$ cat config.mk
export PLATFORM = sky130hd
export DESIGN_NAME = seg7_display_capture
export DESIGN_NICKNAME = d
export VERILOG_FILES = /design/src/rtl/seg7_display_capture.sv
export SDC_FILE = /design/constraint.sdc
export NUM_CORES = 1
export LEC_CHECK = 0
export CORE_ASPECT_RATIO = 2
export CORE_MARGIN = 1
export CORE_UTILIZATION = 25
export CTS_CLUSTER_SIZE = 10
export DETAILED_ROUTE_END_ITERATION = 10
export HOLD_SLACK_MARGIN = 0.03
export PLACE_DENSITY = 0.54
export SLEW_MARGIN = 20
export SYNTH_ARGS = -nofsm -noshare
export SYNTH_HDL_FRONTEND = slang
export SYNTH_SLANG_ARGS = --single-unit
$ cat constraint.sdc
create_clock -name i_clk -period 6.2 [get_ports i_clk]
set_clock_uncertainty 0.2 [all_clocks]
set_input_delay 1.86 -clock i_clk [delete_from_list [all_inputs] [get_ports i_clk]]
set_output_delay 1.86 -clock i_clk [all_outputs]
set_load 0.01 [all_outputs]
$ cat src/rtl/seg7_display_capture.sv
// seg7_display_capture: recovers the 16-bit hex value shown on four active-low 7-segment digits, publishing only stable glyphs
// Ports: i_clk/reset (sync, active-high); seven_Display1..4 digit 0..3 segments (bit0=a..bit6=g);
// i_dec_mode rejects A-F; o_value/o_blank published value and blank mask; o_valid published==stable display;
// o_change one-cycle pulse on a new published value; o_error/o_err_digit illegal glyphs in last stable pattern.
module seg7_display_capture #(
  parameter int p_sample_div = 25,
  parameter int p_stable_cycles = 4
) (
  input  logic        i_clk,
  input  logic        reset,
  input  logic [6:0]  seven_Display1,
  input  logic [6:0]  seven_Display2,
  input  logic [6:0]  seven_Display3,
  input  logic [6:0]  seven_Display4,
  input  logic        i_dec_mode,
  output logic [15:0] o_value,
  output logic [3:0]  o_blank,
  output logic        o_valid,
  output logic        o_change,
  output logic        o_error,
  output logic [3:0]  o_err_digit
);
  typedef enum logic [1:0] {IDLE, SETTLE, PUBLISH, LOCKED} state_t;
  localparam logic [15:0] div_last = 16'(p_sample_div - 1);
  localparam logic [3:0] stable = 4'(p_stable_cycles);
  state_t st;
  logic [15:0] div;
  logic [27:0] smp;
  logic [3:0] cnt;
  logic first;
  logic fresh;
  logic [27:0] din;
  logic tick;
  logic diff;
  logic qual;
  logic [3:0] cnt_n;
  logic [15:0] dec_val;
  logic [3:0] dec_blank;
  logic [3:0] dec_ill;
  // {illegal, blank, nibble}
  function automatic logic [5:0] decode(input logic [6:0] g, input logic dm);
    logic [5:0] r;
    case (g)
      7'h40: r = 6'h00;
      7'h79: r = 6'h01;
      7'h24: r = 6'h02;
      7'h30: r = 6'h03;
      7'h19: r = 6'h04;
      7'h12: r = 6'h05;
      7'h02: r = 6'h06;
      7'h78: r = 6'h07;
      7'h00: r = 6'h08;
      7'h10: r = 6'h09;
      7'h08: r = 6'h0A;
      7'h03: r = 6'h0B;
      7'h46: r = 6'h0C;
      7'h21: r = 6'h0D;
      7'h06: r = 6'h0E;
      7'h0E: r = 6'h0F;
      7'h7F: r = 6'h10;
      default: r = 6'h20;
    endcase
    return {r[5] | (dm & (r[3:0] > 4'd9)), r[4:0]};
  endfunction
  assign din = {seven_Display4, seven_Display3, seven_Display2, seven_Display1};
  assign tick = div == div_last;
  assign diff = first || din != smp;
  assign cnt_n = diff ? 4'd1 : (cnt >= stable ? stable : cnt + 4'd1);
  assign qual = cnt_n == stable;
  for (genvar g = 0; g < 4; g++) begin : g_dec
    assign {dec_ill[g], dec_blank[g], dec_val[4*g +: 4]} = decode(smp[7*g +: 7], i_dec_mode);
  end
  always_ff @(posedge i_clk) begin
    if (reset) begin
      st <= IDLE;
      div <= '0;
      smp <= '0;
      cnt <= '0;
      first <= 1'b1;
      fresh <= 1'b1;
      o_value <= '0;
      o_blank <= 4'hF;
      o_valid <= 1'b0;
      o_change <= 1'b0;
      o_error <= 1'b0;
      o_err_digit <= '0;
    end else begin
      div <= tick ? '0 : div + 16'd1;
      o_change <= 1'b0;
      if (tick) begin
        smp <= din;
        cnt <= cnt_n;
        first <= 1'b0;
      end
      case (st)
        IDLE: if (tick) st <= qual ? PUBLISH : SETTLE;
        SETTLE: if (tick && qual) st <= PUBLISH;
        PUBLISH: begin
          // a differing tick landing on the publish cycle itself restarts settling
          st <= (tick && diff) ? (qual ? PUBLISH : SETTLE) : LOCKED;
          if (|dec_ill) begin
            o_valid <= 1'b0;
            o_error <= 1'b1;
            o_err_digit <= dec_ill;
          end else begin
            o_value <= dec_val;
            o_blank <= dec_blank;
            o_valid <= !(tick && diff);
            o_error <= 1'b0;
            o_err_digit <= '0;
            o_change <= fresh || dec_val != o_value || dec_blank != o_blank;
            fresh <= 1'b0;
          end
        end
        LOCKED: if (tick && diff) begin
          st <= qual ? PUBLISH : SETTLE;
          o_valid <= 1'b0;
        end
      endcase
    end
  end
endmodule

# Word-level counts from Yosys, hierarchy flattened
# Index checks and enable logic that the tools add are counted.
[op_classes]
mul = 0
n_reduce_logical = 18
magnitude_cmp = 5
eq_ne = 75
n_bitwise = 10
shifts = 0
mux = 17
div = 0
addsub = 2
[ops]
columns = ["cell", "count"]
rows = [
  ["one-hot mux 6 bit (17 select lines)", 4],
  ["equality test 7 bit (second input constant)", 20],
  ["equality test 7 x 5 -> 1 bit (second input constant)", 12],
  ["equality test 7 x 6 -> 1 bit (second input constant)", 12],
  ["equality test 7 x 2 -> 1 bit (second input constant)", 8],
  ["equality test 7 x 4 -> 1 bit (second input constant)", 8],
  ["equality test 7 x 3 -> 1 bit (second input constant)", 4],
  ["zero test 7 bit", 4],
  ["!= test 28 bit", 1],
  ["adder 16 x 1 -> 16 bit (second input constant)", 1],
  ["equality test 16 x 5 -> 1 bit (second input constant)", 1],
  ["greater-than comparator 4 bit (second input constant)", 4],
  ["!= test 16 bit", 1],
  ["2-to-1 mux 4 bit", 3],
  ["2-to-1 mux 2 bit", 5],
  ["one-hot mux 2 bit (4 select lines)", 1],
  ["!= test 2 bit (second input constant)", 3],
  ["OR reduction 6 bit", 1],
  ["adder 4 x 1 -> 4 bit (second input constant)", 1],
  ["AND 1 bit", 4],
  ["equality test 2 bit (second input constant)", 2],
  ["equality test 4 x 3 -> 1 bit (second input constant)", 1],
  ["greater-or-equal comparator 4 x 3 -> 1 bit (second input constant)", 1],
  ["!= test 4 bit", 1],
  ["14 further kinds", 24],
]
[word_totals]
elab_cells = 139
out_inout_bits = 27
mem_bits_rw = 0
mem_count = 0
mem_bits_ro = 0
latch_bits = 0
register_bits = 79

# Longest topological paths before layout
# Gate-level depths: netlist of run 1.
[logic_depth]
depth_word = 8
depth_mapped = 11
ltp_nobuf = 9

# Least setup slack after synthesis of run 1
# No wires, ideal clock.
[synth_path]
path_type = "in2reg"
startpoint = "input port seven_Display3[5]"
endpoint = "register o_valid"
setup_ps = 71
slack_ps = 2433
arrival_time_ps = 3495
path_buffers = 0
path_stages = 8
required_ps = 5929
cell_sequence = "xor2_1 > nor4_1 > nand4_1 > nor4_2 > nand2b_1 > inv_1 > or3_1 > a21oi_1"
[synth_between]
elab_chain_cells = 6
[synth_lines]
columns = ["element", "line_no", "source"]
rows = [
  ["from (decl)", "13", "input logic [6:0] seven_Display3,"],
  ["!= test 28 bit (*)", "67", "assign diff = first || din != smp;"],
  ["logical OR 1 bit (*)", "67", ""],
  ["logical AND 1 bit (*)", "108, 115", ""],
  ["zero test 1 bit", "108", "o_valid <= !(tick && diff);"],
  ["2-to-1 mux 1 bit", "101", "if (|dec_ill) begin"],
  ["one-hot mux 1 bit (2 select lines)", "95", "case (st)"],
  ["to (signal assigned)", "108", ""],
  ["to (decl)", "18", "output logic o_valid,"],
]
# Every way passes the cells marked *; elsewhere a longest branch is shown, timed or not.
# A chain may end at the register's enable or synchronous reset.

# Final worst setup path of run 1
[layout_path]
startpoint = "input port seven_Display1[4]"
endpoint = "register o_valid"
[layout_between]
elab_chain_cells = 6
[layout_lines]
columns = ["element", "line_no", "source"]
rows = [
  ["from (decl)", "11", "input logic [6:0] seven_Display1,"],
  ["!= test 28 bit (*)", "67", ""],
  ["logical OR 1 bit (*)", "67", ""],
  ["logical AND 1 bit (*)", "108, 115", ""],
  ["zero test 1 bit", "108", ""],
  ["2-to-1 mux 1 bit", "101", ""],
  ["one-hot mux 1 bit (2 select lines)", "95", ""],
]
# Marks and branches as above.

==> flow_metrics.py, run 1 <==
metrics = {
    "run_status": {
        "status": "completed",
    },
    "worst_setup_path": {
        "crit_family": "simple AND/OR/NAND/NOR gates",
        "slowest_stage": "nor4_1",
        "cp_num_buf_inv": 2,
        "reg2regPathDepth": 8,
        "critPathLaunchType": "input port",
        "crit_path_cell_trace": "clkdlybuf4s50_1, xor2_1, nor4_1, nand4_1, nor4_2, nand2b_1, inv_1, or3_1, a21oi_1",
        "arrival_ps": 4770,
        "criticalPathCategory": "input port to flip-flop",
        "cp_data_required_time_ps": 6270,
        "crit_path_end_kind": "flip-flop",
        "slowest_delay_ps": 830,
        "cp_max_fo": 6,
        "cp.depth": 9,
    },
    "global_routing": {
        "antenna_found_initial": 0,
        "grt_pass1_vias": 4752,
        "grt_usage_pct": 15.0,
        "grt_pass1_wl_mm": 25.0,
        "overflow": 0,
        "grt_max_degree": 63,
    },
    "sta": {
        "layout_setup_ws_ps": 1500,
        "slew_headroom_pct": 36.9,
        "rsz0062_at_grt": "no",
        "hold-worst-slack_ps": 259,
        "hold_viol_final": 0,
        "finalCritPeriodShare_pct": 75.8,
        "setup_viol": 0,
        "finalMaxSlewViolations": 0,
        "tightest_slew_ps": 938,
        "fin_tns_setup_ps": 0,
        "fmax_ghz": 0.213,
        "final.min_clock_period_ps": 4700,
    },
    "synthesis": {
        "synth_cell_types": 70,
        "yosysWarnings": 0,
        "synthArstFlopShare_pct": 0,
        "synthCells": 683,
        "syn_nets": 721,
        "syn_area_um2": 5170,
        "ys_seq_area_share_pct": 30.6,
        "ys_ff_latch": 79,
        "syn_area_per_cell_um2": 7.57,
        "synth-main-ff-cell": "dfxtp_1",
        "synth_edf_count": 0,
    },
    "cts": {
        "cts_tree": "built",
        "hold_buffers": 0,
        "cts_sinks": 79,
        "cts_buffer_depth": 2,
        "cts_resized": 0,
        "ctsHtreeMaxLevel": 3,
        "clk_pin_slew_ps": 70,
        "post_cts_buffers": 0,
        "numCtsBuffers": 9,
        "cts_root_buffer": "clkbuf_16",
        "clock_latency_ps": 340,
    },
    "die": {
        "die_h_um": 205,
        "initial_utilization_pct": 25.4,
        "boundaryPins": 58,
        "die-width_um": 104,
        "coreArea_um2": 20400,
        "die-area_um2": 21300,
        "rows": 74,
    },
    "placement": {
        "pre_cts_slack_ps": 1110,
        "io_buffers": 57,
        "place_congestion": 0.862,
        "placed_cell_area_um2": 5830,
        "hpwl_mm": 11.6,
    },
    "cells_and_area": {
        "antenna_cells": 0,
        "drive_gt1_share_pct": 5.82,
        "area_growth_pct": 19.5,
        "num-nets-final": 737,
        "final_area_um2": 6180,
    },
    "power": {
        "p_sw_share_pct": 22.9,
        "seqPwrFrac_pct": 41.6,
        "switching_power_uw": 288,
        "clock_power_share_pct": 50.9,
        "power_frac_comb_pct": 7.6,
        "p_int_uw": 969,
        "cellLeakagePower_nw": 2.01,
        "ir_worst_vdd_uv": 139,
        "finalPower_mw": 1.26,
        "p_per_area_nw_per_um2": 203,
    },
    "drt": {
        "remaining_drc_errors": 0,
        "totalWireLength_mm": 15.5,
        "drt_iter0_drc": 247,
        "vias": 4922,
        "avgRoutedWirePerCell_um": 16.0,
        "ant_nets": 0,
        "drtPass1Iterations": 4,
        "vias_per_cell": 5.07,
    },
    "worst_hold_path": {
        "hold_depth": 1,
        "hp-class": "flip-flop to flip-flop",
    },
    "run": {
        "drv_cap": 0,
    },
}
[final cells by class]
cell class | count | area, µm²
clock buffers | 10 | 239
clock inverters | 6 | 116
fillers | 2225 | 14200
inverters | 18 | 67.6
multi-input cells | 530 | 3250
flip-flops and latches | 79 | 1580
well taps | 266 | 333
repair buffers | 61 | 596
[routing by layer]
layer  track usage (%)  wire length (µm)
met2              27.5              8010
met5                 0                 0
met4              12.8              1210
met1              14.9              5870
met3              2.06               406
[final timing paths]
check	startpoint	endpoint	slack, ps
min	first	first	260
max	seven_Display1[4]	o_valid	1500
min reg2reg	first	first	260
max reg2reg	smp[1]	o_value[13]	2700
[metrics by stage]
stage          cells  util (%)
4_1_cts          970      30.3
2_1_floorplan    683         -
3_3_place_gp     954      28.6
6_report         970      30.3
5_1_grt          970      30.3
3_5_place_dp     954      28.6
[power groups by stage]
stage               sequential, mW  combinational, mW  clock [mW]
floorplan                    0.534             0.0486           0
CTS                          0.522             0.0966       0.655
global route                 0.523              0.104       0.670
detailed placement           0.534             0.0960           0
finish                       0.522             0.0951       0.639
global placement             0.534             0.0964           0
[cell families (layout without fill, tap and decap cells)]
| kind of cell | after synthesis | after routing | synth area share (%) |
|---|---|---|---|
| AND/OR/NAND/NOR | 330 | 330 | 34.0 |
| multiplexers | 2 | 2 | 0.387 |
| buffers and inverters | 74 | 95 | 6.63 |
| XOR/XNOR | 63 | 63 | 10.7 |
| adder cells (fa/ha/maj) | 7 | 7 | 1.69 |
| AO/OA/AOI/OAI | 128 | 128 | 16.1 |
| flip-flops | 79 | 79 | 30.6 |
[cells in the mapped netlist (4+ instances only)]
master    count  area share, %
o21ai_0      17            1.6
nor2_1       75            5.4
nand2_1      94            6.8
nand4_1      16            1.9
a31oi_1       5           0.60
and3_1        7           0.85
nor4_1       15            1.8
buf_6         4           0.87
dfxtp_1      79             31
nand2b_1      7           0.85
nor3_2       11            2.1
clkbuf_1     26            1.9
nor2b_1       5           0.60
xor2_1       32            5.4
o22ai_1       4           0.48
buf_2        22            2.1
nand3_1      23            2.2
or3_1        10            1.2
nor4b_1       5           0.85
xnor2_1      31            5.2
nor3b_1       7            1.0
a211oi_1      6           0.87
nand3b_1      9            1.3
nand4b_1      5           0.85
a21o_1        4           0.58
ha_1          7            1.7
nor3_1       15            1.5
inv_1        18            1.3
a32oi_1       4           0.68
a21oi_1      52            5.0
[flip-flops by register name (all words and copies together) (netlist names)]
name / cells
cnt: 4
div: 16
first: 1
fresh: 1
o_blank: 4
o_change: 1
o_err_digit: 4
o_error: 1
o_valid: 1
o_value: 16
smp: 28
st: 2
[cells in the final DEF (no fill, tap or decap), types with 4 or more instances in the layout]
master	Yosys	layout
buf_4	2	4
nand4b_1	5	5
nand2b_1	7	7
clkdlybuf4s50_1	0	56
nand2_1	94	94
nor3_2	11	11
nor3b_1	7	7
or3_1	10	10
a32oi_1	4	4
ha_1	7	7
nand3_1	23	23
nor2_1	75	75
xor2_1	32	32
inv_1	18	18
nor2b_1	5	5
nand3b_1	9	9
o21ai_0	17	17
xnor2_1	31	31
nor4b_1	5	5
nor3_1	15	15
a21oi_1	52	52
a31oi_1	5	5
nand4_1	16	16
o22ai_1	4	4
a211oi_1	6	6
and3_1	7	7
nor4_1	15	15
a21o_1	4	4
clkbuf_16	0	9
dfxtp_1	79	79
Power figures use the tool's default switching activity.
==> run 2: changes to the inputs <==
- PLACE_DENSITY: 0.54 -> 0.55
- clock period: 6.2 -> 4 ns (I/O delays scaled with it)
==> flow_metrics.py, run 2 (synthesis gave the netlist of run 1 again) <==
metrics = {
    "run_status": {
        "status": "completed",
    },
    "worst_setup_path": {
        "crit_path_end_kind": "flip-flop",
        "arrival_ps": 3610,
        "reg2reg_slack_ps": 710,
        "reg2regPathDepth": 9,
        "r2r_end": "o_value[1]",
        "timing.rr.start": "smp[1]",
        "criticalPathCategory": "input port to flip-flop",
        "critPathLaunchType": "input port",
        "cp_max_fo": 6,
        "cp_data_required_time_ps": 4070,
    },
    "worst_hold_path": {
        "hp-start": "fresh",
        "whs_endpoint": "fresh",
        "hp-class": "flip-flop to flip-flop",
        "hold_depth": 1,
    },
    "sta": {
        "final.min_clock_period_ps": 3540,
        "fmax_ghz": 0.282,
        "setup_viol": 0,
        "fin_tns_setup_ps": 0,
        "finalCritPeriodShare_pct": 88.6,
        "slew_headroom_pct": 47.9,
        "rsz0062_at_grt": "no",
        "tightest_slew_ps": 782,
        "hold-worst-slack_ps": 254,
        "hold_viol_final": 0,
        "finalMaxSlewViolations": 0,
    },
    "global_routing": {
        "antenna_found_initial": 0,
        "overflow": 0,
        "grt_pass1_wl_mm": 24.2,
        "grt_max_degree": 63,
        "grt_pass1_vias": 4689,
        "grt_usage_pct": 14.4,
    },
    "cells_and_area": {
        "top_register": "smp",
        "final_common_cell": "nand2_1",
        "reg_top3": "smp x28, div x16, o_value x16",
        "fillers": 2249,
        "drive_gt1_share_pct": 7.01,
        "area_growth_pct": 19.2,
        "multi_input_area_um2": 3250,
        "register_area_um2": 1580,
        "final_area_um2": 6170,
        "fin_cells": 979,
        "num-nets-final": 746,
        "largest_register_ffs": 28,
        "antenna_cells": 0,
        "final_cell_mix": "nand2_1 (94), dfxtp_1 (79), nor2_1 (75), clkdlybuf4s50_1 (56), a21oi_1 (52)",
    },
    "drt": {
        "vias_per_cell": 5.03,
        "avgRoutedWirePerCell_um": 15.4,
        "ant_nets": 0,
        "drt_iter0_drc": 309,
        "totalWireLength_mm": 15.1,
        "drtPass1Iterations": 4,
        "remaining_drc_errors": 0,
        "vias": 4921,
    },
    "die": {
        "boundaryPins": 58,
        "die-width_um": 104,
        "rows": 74,
        "die-area_um2": 21300,
        "coreArea_um2": 20400,
        "initial_utilization_pct": 25.4,
        "die_h_um": 205,
    },
    "placement": {
        "placed_cell_area_um2": 5890,
        "place_congestion": 0.874,
        "io_buffers": 57,
        "placed_cells": 963,
        "hpwl_mm": 11.2,
    },
    "cts": {
        "numCtsBuffers": 9,
        "cts_buffer_depth": 2,
        "cts_tree": "built",
        "post_cts_buffers": 0,
        "cts_sinks": 79,
        "hold_buffers": 0,
        "clock_latency_ps": 340,
        "ctsHtreeMaxLevel": 3,
        "clk_pin_slew_ps": 60,
        "cts_resized": 0,
        "cts_root_buffer": "clkbuf_16",
    },
    "power": {
        "finalPower_mw": 1.73,
        "cellLeakagePower_nw": 2.02,
        "ir_worst_vdd_uv": 188,
        "p_per_area_nw_per_um2": 281,
    },
    "run": {
        "drv_cap": 0,
    },
}
## run 2: metrics by stage
| step | utilization [%] | worst slack (ps) |
|---|---|---|
| finish | 30.3 | 457 |
| global route | 30.3 | 354 |
| CTS | 30.3 | 472 |
| detailed placement | 28.9 | 101 |
| global placement | 28.9 | 113 |
| floorplan | - | 893 |
## run 2: worst max-delay path, stage by stage
cell	delay [ps]
clkdlybuf4s50_1	470
xor2_1	210
nor4_1	270
buf_4	190
nand4_1	100
nor4_2	290
buf_4	200
nand2b_1	160
inv_1	60
or3_1	340
a21oi_1	140
## run 2: where the power goes
group	switching, mW	leakage (nW)	internal (mW)
sequential	0.0121	0.637	0.798
combinational	0.0726	1.24	0.0734
clock	0.353	0.136	0.421
total	0.438	2.02	1.29
## run 2: worst max-delay path by stage
stage                     endpoint  depth (start not counted)               from  slack [ps]
after floorplan            o_valid                          8  seven_Display3[5]         890
after global placement     o_valid                         11  seven_Display3[3]         110
after detailed placement   o_valid                         11  seven_Display3[3]         100
after CTS                  o_valid                         11  seven_Display3[3]         470
after global routing       o_valid                         11  seven_Display3[3]         350
final                      o_valid                         11  seven_Display3[3]         460
## run 2: layout make-up
type                       instances  area share (%)
timing repair buffer              70            10.8
clock inverter                     7           0.791
tap                              266            5.40
sequential                        79            25.6
clock buffer                       9            3.65
multi-input combinational        530            52.7
inverter                          18            1.10
## run 2: layer usage
layer	GRT usage [%]	vias up	share of wire, %
li1	-	2463	-
met2	27.2	91	54
met1	14.7	2336	39
met5	0	-	0
met4	9.54	0	5.1
met3	1.81	31	2.4
==> run 3: changes to the inputs <==
- GPL_ROUTABILITY_DRIVEN: not set -> 0
==> results of run 3 <==
No change in the layout: final DEF, timing and power equal those of run 2.
